[config.mk]
export PLATFORM = sky130hd
export DESIGN_NAME = uart_tx_feeder_flat
export DESIGN_NICKNAME = d
export VERILOG_FILES = /design/src/rtl/uart_tx_feeder_pkg.sv /design/src/rtl/uart_tx_feeder_if.sv /design/src/rtl/byte_fifo.sv /design/src/rtl/uart_tx_feeder.sv /design/src/flat_wrapper.sv
export SDC_FILE = /design/constraint.sdc
export NUM_CORES = 1
export LEC_CHECK = 0
export ABC_AREA = 1
export ABC_CLOCK_PERIOD_IN_PS = 2500
export CORE_MARGIN = 2
export CORE_UTILIZATION = 40
export DETAILED_ROUTE_END_ITERATION = 10
export GPL_TIMING_DRIVEN = 1
export SETUP_SLACK_MARGIN = 0.3
export SLEW_MARGIN = 40
export SYNTH_ARGS = -nofsm -noshare
export SYNTH_HDL_FRONTEND = slang
export SYNTH_SLANG_ARGS = --single-unit
[constraint.sdc]
create_clock -name clk -period 2.5 [get_ports clk]
set_input_delay 0.375 -clock clk [delete_from_list [all_inputs] [get_ports clk]]
set_output_delay 0.375 -clock clk [all_outputs]
set_load 0.02 [all_outputs]
[src/rtl/uart_tx_feeder_pkg.sv]
// Shared definitions for the UART transmit feeder: byte width, drain FSM
// encoding and the ARM-state timeout.
package uart_tx_feeder_pkg;

  localparam int DATA_W      = 8;
  localparam int ARM_TIMEOUT = 4;
  localparam int ARM_CNT_W   = 2;

  typedef enum logic [1:0] {
    ST_IDLE  = 2'd0,
    ST_ISSUE = 2'd1,
    ST_ARM   = 2'd2,
    ST_BUSY  = 2'd3
  } state_t;

endpackage

[src/rtl/uart_tx_feeder_if.sv]
// Parser-side write port, FIFO status and UART handshake of the feeder.
// The slave side is the feeder; the master side drives bytes and models the UART.
interface uart_tx_feeder_if #(
  parameter int DEPTH_LOG2 = 4
);
  import uart_tx_feeder_pkg::*;

  logic [DATA_W-1:0]   wr_data;
  logic                wr_en;
  logic                full;
  logic                empty;
  logic [DEPTH_LOG2:0] level;
  logic                overflow;
  logic [DATA_W-1:0]   tx_data;
  logic                tx_send;
  logic                tx_busy;

  modport master (
    output wr_data, wr_en, tx_busy,
    input  full, empty, level, overflow, tx_data, tx_send
  );

  modport slave (
    input  wr_data, wr_en, tx_busy,
    output full, empty, level, overflow, tx_data, tx_send
  );

endinterface

[src/rtl/byte_fifo.sv]
// Synchronous byte FIFO with registered occupancy count; full/empty are
// registered alongside the count so every status output comes from a flop.
module byte_fifo #(
  parameter int DEPTH_LOG2 = 4,
  parameter int DATA_W     = 8
) (
  input  logic                clk,
  input  logic                rstn,
  input  logic                wr_en,
  input  logic [DATA_W-1:0]   wr_data,
  input  logic                rd_en,
  output logic [DATA_W-1:0]   rd_data,
  output logic                full,
  output logic                empty,
  output logic [DEPTH_LOG2:0] level
);

  localparam int DEPTH = 2 ** DEPTH_LOG2;
  localparam int CNT_W = DEPTH_LOG2 + 1;

  logic [DATA_W-1:0]     mem [DEPTH];
  logic [DEPTH_LOG2-1:0] wr_ptr;
  logic [DEPTH_LOG2-1:0] rd_ptr;
  logic [CNT_W-1:0]      count;
  logic [CNT_W-1:0]      count_nxt;
  logic                  do_wr;
  logic                  do_rd;

  // A write is refused on the registered full flag, even if a pop frees a slot this cycle.
  assign do_wr   = wr_en && !full;
  assign do_rd   = rd_en && !empty;
  assign rd_data = mem[rd_ptr];
  assign level   = count;

  always_comb begin
    count_nxt = count;
    if (do_wr && !do_rd)
      count_nxt = count + 1'b1;
    else if (!do_wr && do_rd)
      count_nxt = count - 1'b1;
  end

  always_ff @(posedge clk) begin
    if (!rstn) begin
      wr_ptr <= '0;
      rd_ptr <= '0;
      count  <= '0;
      full   <= 1'b0;
      empty  <= 1'b1;
    end else begin
      if (do_wr)
        wr_ptr <= wr_ptr + 1'b1;
      if (do_rd)
        rd_ptr <= rd_ptr + 1'b1;
      count <= count_nxt;
      full  <= (count_nxt == CNT_W'(DEPTH));
      empty <= (count_nxt == '0);
    end
  end

  always_ff @(posedge clk) begin
    if (do_wr)
      mem[wr_ptr] <= wr_data;
  end

endmodule

[src/rtl/uart_tx_feeder.sv]
// Buffers parser bytes and launches them one at a time into the UART through
// its data / send / transmission-in-progress handshake, retrying unanswered sends.
module uart_tx_feeder
  import uart_tx_feeder_pkg::*;
#(
  parameter int DEPTH_LOG2 = 4
) (
  input  logic             clk,
  input  logic             rstn,
  uart_tx_feeder_if.slave  bus
);

  state_t                state;
  logic [ARM_CNT_W-1:0]  arm_cnt;
  logic [DATA_W-1:0]     head;
  logic                  pop;

  // Pop is combinational so the head lands in tx_data on the same edge the FSM leaves IDLE.
  assign pop = (state == ST_IDLE) && !bus.empty && !bus.tx_busy;

  byte_fifo #(
    .DEPTH_LOG2 (DEPTH_LOG2),
    .DATA_W     (DATA_W)
  ) u_fifo (
    .clk     (clk),
    .rstn    (rstn),
    .wr_en   (bus.wr_en),
    .wr_data (bus.wr_data),
    .rd_en   (pop),
    .rd_data (head),
    .full    (bus.full),
    .empty   (bus.empty),
    .level   (bus.level)
  );

  always_ff @(posedge clk) begin
    if (!rstn)
      bus.overflow <= 1'b0;
    else if (bus.wr_en && bus.full)
      bus.overflow <= 1'b1;
  end

  always_ff @(posedge clk) begin
    if (!rstn) begin
      state       <= ST_IDLE;
      arm_cnt     <= '0;
      bus.tx_send <= 1'b0;
      bus.tx_data <= '0;
    end else begin
      bus.tx_send <= 1'b0;
      case (state)
        ST_IDLE: begin
          if (pop) begin
            bus.tx_data <= head;
            bus.tx_send <= 1'b1;
            state       <= ST_ISSUE;
          end
        end
        ST_ISSUE: begin
          arm_cnt <= '0;
          state   <= ST_ARM;
        end
        ST_ARM: begin
          // An unanswered send is re-issued with the byte still held in tx_data.
          if (bus.tx_busy) begin
            state <= ST_BUSY;
          end else if (arm_cnt == ARM_CNT_W'(ARM_TIMEOUT - 1)) begin
            bus.tx_send <= 1'b1;
            state       <= ST_ISSUE;
          end else begin
            arm_cnt <= arm_cnt + 1'b1;
          end
        end
        ST_BUSY: begin
          if (!bus.tx_busy)
            state <= ST_IDLE;
        end
        default: state <= ST_IDLE;
      endcase
    end
  end

endmodule

[src/flat_wrapper.sv]
// flat-port wrapper written by rule: the top's interface ports become plain ports
module uart_tx_feeder_flat import uart_tx_feeder_pkg::*;
#(
  parameter int DEPTH_LOG2 = 4
)
  (clk, rstn, bus_wr_data, bus_wr_en, bus_tx_busy, bus_full, bus_empty, bus_level, bus_overflow, bus_tx_data, bus_tx_send);
  uart_tx_feeder_if #(.DEPTH_LOG2(DEPTH_LOG2)) bus_i ();
  input  logic clk;
  input  logic rstn;
  input wire logic [$bits(bus_i.wr_data)-1:0] bus_wr_data;
  input wire logic [$bits(bus_i.wr_en)-1:0] bus_wr_en;
  input wire logic [$bits(bus_i.tx_busy)-1:0] bus_tx_busy;
  output wire logic [$bits(bus_i.full)-1:0] bus_full;
  output wire logic [$bits(bus_i.empty)-1:0] bus_empty;
  output wire logic [$bits(bus_i.level)-1:0] bus_level;
  output wire logic [$bits(bus_i.overflow)-1:0] bus_overflow;
  output wire logic [$bits(bus_i.tx_data)-1:0] bus_tx_data;
  output wire logic [$bits(bus_i.tx_send)-1:0] bus_tx_send;
  assign bus_i.wr_data = bus_wr_data;
  assign bus_i.wr_en = bus_wr_en;
  assign bus_i.tx_busy = bus_tx_busy;
  assign bus_full = bus_i.full;
  assign bus_empty = bus_i.empty;
  assign bus_level = bus_i.level;
  assign bus_overflow = bus_i.overflow;
  assign bus_tx_data = bus_i.tx_data;
  assign bus_tx_send = bus_i.tx_send;
  uart_tx_feeder #(.DEPTH_LOG2(DEPTH_LOG2)) u_core (.clk(clk), .rstn(rstn), .bus(bus_i));
endmodule
==> impl_metrics.tcl <==
set metrics [dict create \
    final_nets 696 \
    hp-class "reg -> reg" \
    max_slew_margin_pct 46.9 \
    max_cap_viol_count 0 \
    power.total_uw 7350 \
    worst_slew_pin_slew_ns 0.793 \
    holdWs_ns 0.461 \
    grt_overflow_total 0 \
    crit_start "u_core.u_fifo.level[2]" \
    ys_ff_latch 157 \
    status "finished, final reports clean" \
    r2r_cells 9 \
    crit_arrival_ns 1.57 \
    vdd_drop_max_mv 0.508 \
    antenna_found_initial 0 \
    vias 4602 \
    cp_num_cells 1 \
    die_x_um 133 \
    power_per_cell_area_mw_per_mm2 943 \
    post-route-util_pct 47.5 \
    clock_sinks 157 \
    ctsHoldBuffers 0 \
    synth_area_per_cell_sq_um 10.5 \
    skew_ns 0.00749 \
    setup_tns_ns 0 \
    end_kind "primary output" \
    path_delay_family "buffers and inverters" \
    root_buffer "clkbuf_16" \
    place_hpwl_um 9750 \
    worst_slack_ns 0.552 \
    worst_setup_path_start_kind "register" \
    die_h_um 133 \
    drv_slew 0 \
    core_region_area_sq_mm 0.0164 \
    start_util_pct 40.4 \
    fillers 1473 \
    path_buf_inv 1 \
    core.rowCount 47 \
    drtAntennaViolNets 0 \
    cts_buffers 17 \
    syn2layout_area_growth_pct 17.6 \
    grt_pass1_wl_um 24100 \
    cts.htree.levels 4 \
    multi_input_area_sq_mm 0.00188 \
    grt_pass1_vias 4541 \
    grt_max_degree 56 \
    leakage_uw 0.00288 \
    critPathMaxFanout 8 \
    grtUsageTotal_pct 18.0 \
    wl_per_cell_um 16.7 \
    critPathSlowestCell "clkdlybuf4s50_1" \
    port_buffers 28 \
    rsz0062_at_grt "no" \
    cts_setup_buffers 0 \
    cp_cell_sequence "clkdlybuf4s50_1" \
    yosysUniqueCellTypes 30 \
    syn_nets 653 \
    diodes 0 \
    netlist_instances 633 \
    max_freq_mhz 513 \
    setup_viol 0 \
    gp_congestion 0.838 \
    routed_via_density 5.07 \
    r2r_end "u_core.bus.tx_data[2]" \
    cts_buffer_depth 2 \
    clk_pin_slew_worst_paths_ns 0.06 \
    routed_wl_um 15200 \
    num_io_pins 29 \
    drt-initial-drc-count 427 \
    die-area_sq_mm 0.0176 \
    cp_slowest_stage_delay_ns 0.68 \
    hold_viol 0 \
    rrSetupSlack_ns 0.72 \
    worstSetupEndpoint "bus_level[2]" \
    synthesis.area_sq_mm 0.00663 \
    drt_pass1_iterations 4 \
    place_ws_ns 0.429 \
    drive_gt1_share_pct 10.0 \
    ys_seq_area_share_pct 66.8 \
    period_share_pct 77.9 \
    clk-insertion-delay-late_ns 0.42 \
    critical_path_class "reg -> out" \
    tritoncts "yes" \
    fin_crit_ns 1.95 \
    ctsResizeCount 0 \
    drc 0 \
    regArea_sq_mm 0.00443 \
    synth_warnings 0 \
    required_ns 2.12 \
    reg2reg_from "u_core.u_fifo.rd_ptr[0]" \
]
-- per-layer routing --
metal	global-route usage (%)	wire, um	up-vias
met3	3.72	747	18
met2	30.8	7640	131
met5	0	0	-
met4	6.75	260	0
li1	-	-	2248
met1	22.6	6560	2205
-- cell type report --
type / count / area share, %
tap: 220 / 3.53
sequential: 157 / 56.8
timing repair buffer: 53 / 6.17
multi-input combinational: 400 / 24.1
inverter: 47 / 2.27
clock inverter: 14 / 1.65
clock buffer: 17 / 5.46
-- where the power goes --
group | internal (uW) | switching [uW]
Clock | 1440 | 983
Sequential | 3000 | 143
Combinational | 628 | 1150
Total | 5070 | 2280
-- layout by cell type (no fill, tap or decap), types with 3 or more instances in the layout --
master,n
a21oi_1,14
buf_4,24
clkbuf_16,17
clkdlybuf4s50_1,28
clkinv_1,5
clkinv_2,4
clkinvlp_4,5
dfxtp_1,28
edfxtp_1,128
ha_1,8
inv_1,41
inv_2,4
nand2_1,95
nand2_2,5
nand3_1,72
nor2_1,127
nor3_1,3
o211ai_1,14
o21ai_0,46
-- sequential cells by signal (all words and copies together) (netlist names) --
signal                flops
u_core.u_fifo.empty       1
u_core.bus.overflow       1
u_core.u_fifo.level       5
u_core.bus.tx_send        1
u_core.u_fifo.mem       128
u_core.arm_cnt            2
u_core.state              2
u_core.u_fifo.full        1
u_core.u_fifo.wr_ptr      4
u_core.u_fifo.rd_ptr      4
u_core.bus.tx_data        8
-- logic make-up (layout without fill, tap and decap cells) --
family,after synthesis,in the layout,synth area share [%]
AO/OA/AOI/OAI,78,78,6.50
XOR/XNOR,1,1,0.132
adder cells (fa/ha/maj),8,8,1.51
flip-flops,157,157,66.8
buffers and inverters,76,131,4.89
AND/OR/NAND/NOR,313,313,20.2
-- cells in the mapped netlist, drive strengths merged --
library cell | number | area (sq um)
edfxtp | 128 | 3840
nand2 | 100 | 388
inv | 45 | 169
buf | 17 | 103
nor2 | 131 | 521
a31oi | 2 | 12.5
nand3 | 74 | 380
nand4 | 2 | 12.5
nor3 | 3 | 15.0
a21oi | 14 | 70.1
nand3b | 2 | 15.0
clkinv | 2 | 7.51
o211ai | 14 | 105
o21ai | 47 | 235
xor2 | 1 | 8.76
clkbuf | 12 | 45.0
nor4 | 1 | 6.26
ha | 8 | 100
o21a | 1 | 7.51
dfxtp | 29 | 581
-- worst register-to-register path, cell delays in order (launching register included) --
cell and delay, ns:
dfxtp_2 0.55, buf_4 0.35, nor2_1 0.09, nor2_1 0.08, o21ai_0 0.09, nand3_1 0.11
nand3_1 0.21, nand3_1 0.15, nand2_1 0.06, inv_1 0.05
-- worst min path at each step --
stage,slack (ns),start,to,depth (start not counted)
6_report,0.46,u_core.arm_cnt[0],u_core.arm_cnt[0],1
5_1_grt,0.48,u_core.arm_cnt[0],u_core.arm_cnt[0],1
3_5_place_dp,0.45,u_core.arm_cnt[0],u_core.arm_cnt[0],1
2_1_floorplan,0.43,u_core.arm_cnt[0],u_core.arm_cnt[0],1
4_1_cts,0.46,u_core.arm_cnt[0],u_core.arm_cnt[0],1
3_3_place_gp,0.45,u_core.arm_cnt[0],u_core.arm_cnt[0],1
-- metrics by stage --
stage,cell area (sq um),std cells
floorplan,6630,633
global placement,7230,877
detailed placement,7230,877
CTS,7790,908
global route,7790,908
finish,7790,908
No activity file was read; power rests on OpenSTA's default activity.
